## config.mk

```make
export PLATFORM = sky130hd
export DESIGN_NAME = duty_ramp_controller
export DESIGN_NICKNAME = d
export VERILOG_FILES = /design/src/rtl/duty_ramp_controller.sv
export SDC_FILE = /design/constraint.sdc
export NUM_CORES = 1
export LEC_CHECK = 0
export BUFFER_PORTS_ARGS = -buffer_cell sky130_fd_sc_hd__buf_2
export CORE_ASPECT_RATIO = 0.6
export CORE_MARGIN = 1
export CORE_UTILIZATION = 30
export DETAILED_ROUTE_END_ITERATION = 8
export PLACE_DENSITY = 0.54
export SLEW_MARGIN = 30
export SYNTH_ARGS = -nofsm -noshare
export SYNTH_HDL_FRONTEND = slang
export SYNTH_SLANG_ARGS = --single-unit
```

## constraint.sdc

```tcl
create_clock -name sys_clk -period 5.6 [get_ports sys_clk]
set_clock_uncertainty 0.2 [all_clocks]
set_input_delay 0.28 -clock sys_clk [delete_from_list [all_inputs] [get_ports sys_clk]]
set_output_delay 0.28 -clock sys_clk [all_outputs]
set_load 0.02 [all_outputs]
```

## src/rtl/duty_ramp_controller.sv

```systemverilog
// Duty slew controller between the host speed command and the BLDC driver.
// Duty moves toward the commanded value one fixed step per prescaler period.
// A direction change or a disable first ramps duty down to zero, then coasts
// with the gate off before any restart. A driver fault forces a safe stop
// that only clears once the host has also dropped its enable.
//
// Direction encoding: 2'd0 = none (stop), 2'd1 = CW, 2'd2 = CCW. Code 2'd3
// is never a valid start request and is treated like "none".
//
//   state | meaning
//   IDLE  | gate off, waiting for a run request
//   RAMP  | gate on, duty slewing toward the effective target
//   COAST | gate off after reaching zero duty, dwell before restart
//   FAULT | gate off, latched until fault clears and enable drops
module duty_ramp_controller #(
  parameter int clk_freq_hz       = 54_000_000,
  parameter int pwm_counter_width = 11,
  parameter int ramp_step_us      = 100,
  parameter int duty_step         = 8,
  parameter int coast_us          = 20_000
) (
  input  logic                         sys_clk,
  input  logic                         reset_n,
  input  logic                         cmd_enable_i,
  input  logic [1:0]                   cmd_direction_i,
  input  logic [pwm_counter_width-1:0] cmd_duty_i,
  input  logic                         fault_i,
  output logic                         drv_enable_o,
  output logic [1:0]                   drv_direction_o,
  output logic [pwm_counter_width-1:0] drv_duty_o,
  output logic                         at_target_o,
  output logic [1:0]                   ramp_state_o
);

  localparam logic [1:0] DIR_NONE = 2'd0;
  localparam logic [1:0] DIR_CW   = 2'd1;
  localparam logic [1:0] DIR_CCW  = 2'd2;

  localparam int dw            = pwm_counter_width;
  localparam int dwx           = pwm_counter_width + 1;
  localparam int cycles_per_us = clk_freq_hz / 1_000_000;
  localparam int step_raw      = cycles_per_us * ramp_step_us;
  localparam int coast_raw     = cycles_per_us * coast_us;
  localparam int step_cycles   = (step_raw < 1) ? 1 : step_raw;
  localparam int coast_cycles  = (coast_raw < 1) ? 1 : coast_raw;
  localparam int psc_w         = $clog2(step_cycles + 1);
  localparam int cst_w         = $clog2(coast_cycles + 1);

  localparam logic [psc_w-1:0] psc_last = psc_w'(step_cycles - 1);
  localparam logic [cst_w-1:0] cst_last = cst_w'(coast_cycles - 1);
  localparam logic [dwx-1:0]   step_ext = dwx'(duty_step);

  typedef enum logic [1:0] {
    ST_IDLE  = 2'd0,
    ST_RAMP  = 2'd1,
    ST_COAST = 2'd2,
    ST_FAULT = 2'd3
  } state_t;

  state_t            state_q, state_d;
  logic              drv_enable_q, drv_enable_d;
  logic [1:0]        drv_dir_q, drv_dir_d;
  logic [dw-1:0]     drv_duty_q, drv_duty_d;
  logic              at_target_q, at_target_d;
  logic [psc_w-1:0]  presc_q, presc_d;
  logic [cst_w-1:0]  coast_q, coast_d;

  logic [dw-1:0]     eff_duty;
  logic [dw-1:0]     duty_stepped;
  logic [dwx-1:0]    duty_ext;
  logic [dwx-1:0]    eff_ext;
  logic [dwx-1:0]    up_sum;
  logic [dwx-1:0]    gap_down;
  logic              strobe;
  logic              start_req;

  // Effective target: a direction mismatch or a dropped enable slews to zero.
  always_comb begin
    eff_duty  = '0;
    if (cmd_enable_i && (cmd_direction_i == drv_dir_q)) begin
      eff_duty = cmd_duty_i;
    end
    start_req = cmd_enable_i &&
                ((cmd_direction_i == DIR_CW) || (cmd_direction_i == DIR_CCW));
    strobe    = (presc_q == psc_last);
  end

  // One clamped duty step toward the target, computed one bit wider so
  // neither the top of the range nor zero can wrap.
  always_comb begin
    duty_ext     = {1'b0, drv_duty_q};
    eff_ext      = {1'b0, eff_duty};
    up_sum       = duty_ext + step_ext;
    gap_down     = duty_ext - eff_ext;
    duty_stepped = drv_duty_q;
    if (duty_ext < eff_ext) begin
      if (up_sum >= eff_ext) begin
        duty_stepped = eff_duty;
      end else begin
        duty_stepped = up_sum[dw-1:0];
      end
    end else if (duty_ext > eff_ext) begin
      if (gap_down <= step_ext) begin
        duty_stepped = eff_duty;
      end else begin
        duty_stepped = drv_duty_q - step_ext[dw-1:0];
      end
    end
  end

  // Next-state and next-output decode; a fault overrides every state.
  always_comb begin
    state_d      = state_q;
    drv_enable_d = drv_enable_q;
    drv_dir_d    = drv_dir_q;
    drv_duty_d   = drv_duty_q;
    presc_d      = presc_q;
    coast_d      = coast_q;

    case (state_q)
      ST_IDLE: begin
        drv_enable_d = 1'b0;
        drv_dir_d    = DIR_NONE;
        drv_duty_d   = '0;
        if (start_req) begin
          state_d      = ST_RAMP;
          drv_enable_d = 1'b1;
          drv_dir_d    = cmd_direction_i;
          presc_d      = '0;
        end
      end

      ST_RAMP: begin
        if ((drv_duty_q == '0) && (eff_duty == '0)) begin
          state_d      = ST_COAST;
          drv_enable_d = 1'b0;
          drv_dir_d    = DIR_NONE;
          drv_duty_d   = '0;
          coast_d      = cst_last;
        end else if (strobe) begin
          presc_d    = '0;
          drv_duty_d = duty_stepped;
        end else begin
          presc_d = presc_q + psc_w'(1);
        end
      end

      ST_COAST: begin
        drv_enable_d = 1'b0;
        drv_dir_d    = DIR_NONE;
        drv_duty_d   = '0;
        if (coast_q == '0) begin
          state_d = ST_IDLE;
        end else begin
          coast_d = coast_q - cst_w'(1);
        end
      end

      ST_FAULT: begin
        drv_enable_d = 1'b0;
        drv_dir_d    = DIR_NONE;
        drv_duty_d   = '0;
        if (!fault_i && !cmd_enable_i) begin
          state_d = ST_IDLE;
        end
      end

      default: begin
        state_d      = ST_FAULT;
        drv_enable_d = 1'b0;
        drv_dir_d    = DIR_NONE;
        drv_duty_d   = '0;
      end
    endcase

    if (fault_i) begin
      state_d      = ST_FAULT;
      drv_enable_d = 1'b0;
      drv_dir_d    = DIR_NONE;
      drv_duty_d   = '0;
    end

    // Registered alongside the duty so the flag lines up with drv_duty_o.
    at_target_d = (state_d == ST_RAMP) && cmd_enable_i &&
                  (drv_duty_d == cmd_duty_i) &&
                  (cmd_direction_i == drv_dir_d);
  end

  // State, outputs and timers; reset drops the gate immediately.
  always_ff @(posedge sys_clk or negedge reset_n) begin
    if (!reset_n) begin
      state_q      <= ST_IDLE;
      drv_enable_q <= 1'b0;
      drv_dir_q    <= DIR_NONE;
      drv_duty_q   <= '0;
      at_target_q  <= 1'b0;
      presc_q      <= '0;
      coast_q      <= '0;
    end else begin
      state_q      <= state_d;
      drv_enable_q <= drv_enable_d;
      drv_dir_q    <= drv_dir_d;
      drv_duty_q   <= drv_duty_d;
      at_target_q  <= at_target_d;
      presc_q      <= presc_d;
      coast_q      <= coast_d;
    end
  end

  assign drv_enable_o    = drv_enable_q;
  assign drv_direction_o = drv_dir_q;
  assign drv_duty_o      = drv_duty_q;
  assign at_target_o     = at_target_q;
  assign ramp_state_o    = state_q;

endmodule
```

==> key figures <==
Global route
  • First-pass GRT wire length: 26100 um
  • GR Util met2: 0.255
  • Met1 GRT Util: 0.316
  • GRT met3 Usage: 0.0640
  • Global route total overflow: 0
  • Largest net degree at the start of global routing: 52
  • Total global-route track usage: 0.200
  • Number of global-route vias before repair: about 4500
  • Peak-usage layer in the global routing report: met1
  • Antenna violations before repair: 1

STA
  • Worst slew margin: 0.462
  • RSZ-0062 raised after global routing: false
  • Setup Viol. Count Final: 0
  • Post-layout min period: roughly 5.2 ns
  • Slew Viols, Final: 0
  • Final setup TNS: 0 ns
  • Tcrit/Tclk final: 0.922
  • Worst-Margin Slew: approximately 0.8 ns
  • FMAX: a little under 0.2 GHz
  • Final hold vios: 0

Floorplan
  • Rows: 35
  • Core area: approximately 16000 um^2
  • Die area: between 15000 and 20000 um^2
  • Die W: between 150 and 200 um
  • Die height: between 100 and 150 um
  • IO Pins: 34
  • Initial core utilization: 0.313

Finish
  • Area Growth Syn to Fin: 10.8%
  • Layout cells sized above 1: 0.122
  • Commonest non-fill, non-tap cells in the layout: nor2_1, nand2_1, dfrtp_1, buf_2, inv_1
  • Nets: roughly 680
  • Most common cell after layout, fill and taps aside: nor2_1
  • Fin util: 0.347
  • Number of diodes: 0
  • Fill count: approximately 1600

Route
  • ANT nets after route: 0
  • DR pass1 iterations: 5
  • Routed WL: ~17000 um
  • Vias: 4935
  • DRC viols: 0
  • Initial DRC Count: around 590
  • WL per Instance: ~20 um
  • Vias per cell: 5.87

Min path
  • Worst hold path class: in -> reg
  • Cells on Worst Hold Path: 2

Synth
  • Post-synth net total: roughly 650
  • Gate Count Post-Synth: slightly above 600
  • EDFF count, synth: 0
  • FF+latch count, synth: a little over 50
  • Post-synthesis cell area: around 5000 um^2
  • Seq/Total Area, Yosys: 0.260
  • Syn_area_per_cell: approximately 8.0 um^2
  • Top_reg_cell synth: dfrtp_1
  • Synth warn: 0
  • Yosys cell types: approximately 80
  • Post-synth ARST share: 1.00

Clock tree
  • CTS Sinks: between 50 and 60
  • H-tree Lvls: 2
  • CTS Buffer Depth: 2
  • CTS tree: done
  • Worst-path clk slew: about 0.07 ns
  • Setup Fix Bufs, Post-CTS: 0
  • Root Buffer: clkbuf_16
  • Cts bufs inserted: 5
  • Worst skew pair latency: ~0.30 ns

Setup path
  • Critical path required time: roughly 5.6 ns
  • Crit end category: flop
  • R2R depth: 14
  • Worst path arrival time: 5.16 ns
  • Worst setup SP type: flop
  • CP Class: reg -> reg
  • CP max FO: 15

Placed design
  • Global placer's final weighted congestion: roughly 1
  • IO Port Bufs: 33
  • DP HPWL: roughly 13000 um

Pwr
  • LEAKAGE: 2.32 nW
  • Pwr Density: around 180 nW/um^2
  • Final Power: between 0.9 and 1 mW
  • Peak supply drop: about 110 uV

Job
  • Max Cap Viol: 0

Status
  • Status: finished, final reports clean
logic make-up after synthesis:
kind of cell / synth area share
DFF: 0.260
muxes: 0.0294
AOI/OAI and AO/OA: 0.238
adders and majority gates: 0.0587
buffers and inverters: 0.0575
xor gates and xnor gates: 0.0733
and+or+nand+nor: 0.282
stage by stage:
stage / std cells / setup slack, ns / area (um^2) / hold slack [ns]
floorplan: 614 / 0.963 / 4900 / -0.216
global placement: 832 / 0.546 / 5260 / 0.250
detailed placement: 832 / 0.350 / 5260 / 0.254
CTS: 841 / 0.301 / 5430 / 0.0552
global route: 841 / 0.118 / 5430 / 0.0709
finish: 841 / 0.434 / 5430 / 0.0585
synthesized netlist by cell type (18+ instances only):
| master | instances | area share |
|---|---|---|
| o21ai_0 | 24 | 0.025 |
| nand3_1 | 21 | 0.021 |
| nor2_1 | 56 | 0.043 |
| inv_1 | 30 | 0.023 |
| nor3_1 | 24 | 0.025 |
| xor2_1 | 18 | 0.032 |
| ha_1 | 23 | 0.059 |
| xnor2_1 | 23 | 0.041 |
| a21oi_1 | 25 | 0.026 |
| dfrtp_1 | 51 | 0.26 |
| clkbuf_1 | 22 | 0.017 |
| nand2_1 | 55 | 0.042 |
layer usage:
metal  part of all wire  vias to the layer above  wire length (um)
met1               0.50                     2347              8250
met4             0.0063                        0               104
li1                   -                     2334                 -
met2               0.37                      242              6210
met5                  0                        -                 0
met3               0.12                       12              2010
final cells by class:
class	instances	area (um^2)	share of cell area
clock buffer	6	139	0.0256
clock inverter	2	16.3	0.00300
inverter	30	113	0.0207
multi-input combinational	500	3340	0.616
sequential	51	1280	0.235
tap	203	254	0.0468
timing repair buffer	49	288	0.0530
report_power, final:
part	internal (mW)	leakage (nW)	switching, mW
Sequential	0.388	0.641	0.0183
Combinational	0.0843	1.60	0.171
Clock	0.179	0.0731	0.147
Total	0.651	2.32	0.336
sequential cells by signal (all words and copies together), names as in the netlist:
signal / cells
drv_direction_o: 2
ramp_state_o: 2
presc_q: 13
coast_q: 21
drv_enable_o: 1
at_target_o: 1
drv_duty_o: 11
worst paths after layout:
kind,start,to,slack [ns]
max,drv_direction_o[1]$_DFF_PN0_,at_target_o$_DFF_PN0_,0.43
min,cmd_direction_i[0],drv_direction_o[1]$_DFF_PN0_,0.06
max reg2reg,drv_direction_o[1]$_DFF_PN0_,at_target_o$_DFF_PN0_,0.43
min reg2reg,coast_q[11]$_DFFE_PN0P_,coast_q[11]$_DFFE_PN0P_,0.30
max in group asynchronous,reset_n,drv_duty_o[6]$_DFF_PN0_,4.30
min in group asynchronous,reset_n,coast_q[17]$_DFFE_PN0P_,0.42
worst max-delay path: stages (launching register included):
cell	delay (ns)
dfrtp_1	0.45
xnor2_1	0.21
and3_2	0.40
nand2_1	0.19
ha_1	0.52
nor3_1	0.11
o311a_1	0.36
a2111oi_2	0.22
o311ai_1	0.22
nor3_4	0.55
mux2i_1	0.14
or3_1	0.43
mux2_2	0.34
a221oi_1	0.44
nor4b_2	0.29
what timing repair did:
item,CTS,global route
endpoints found under the setup margin,0,1
hold buffers,1,0
gates resized for setup,0,1
endpoints found under the hold margin,51,0
Note: power is estimated with default switching activity, not from simulation.
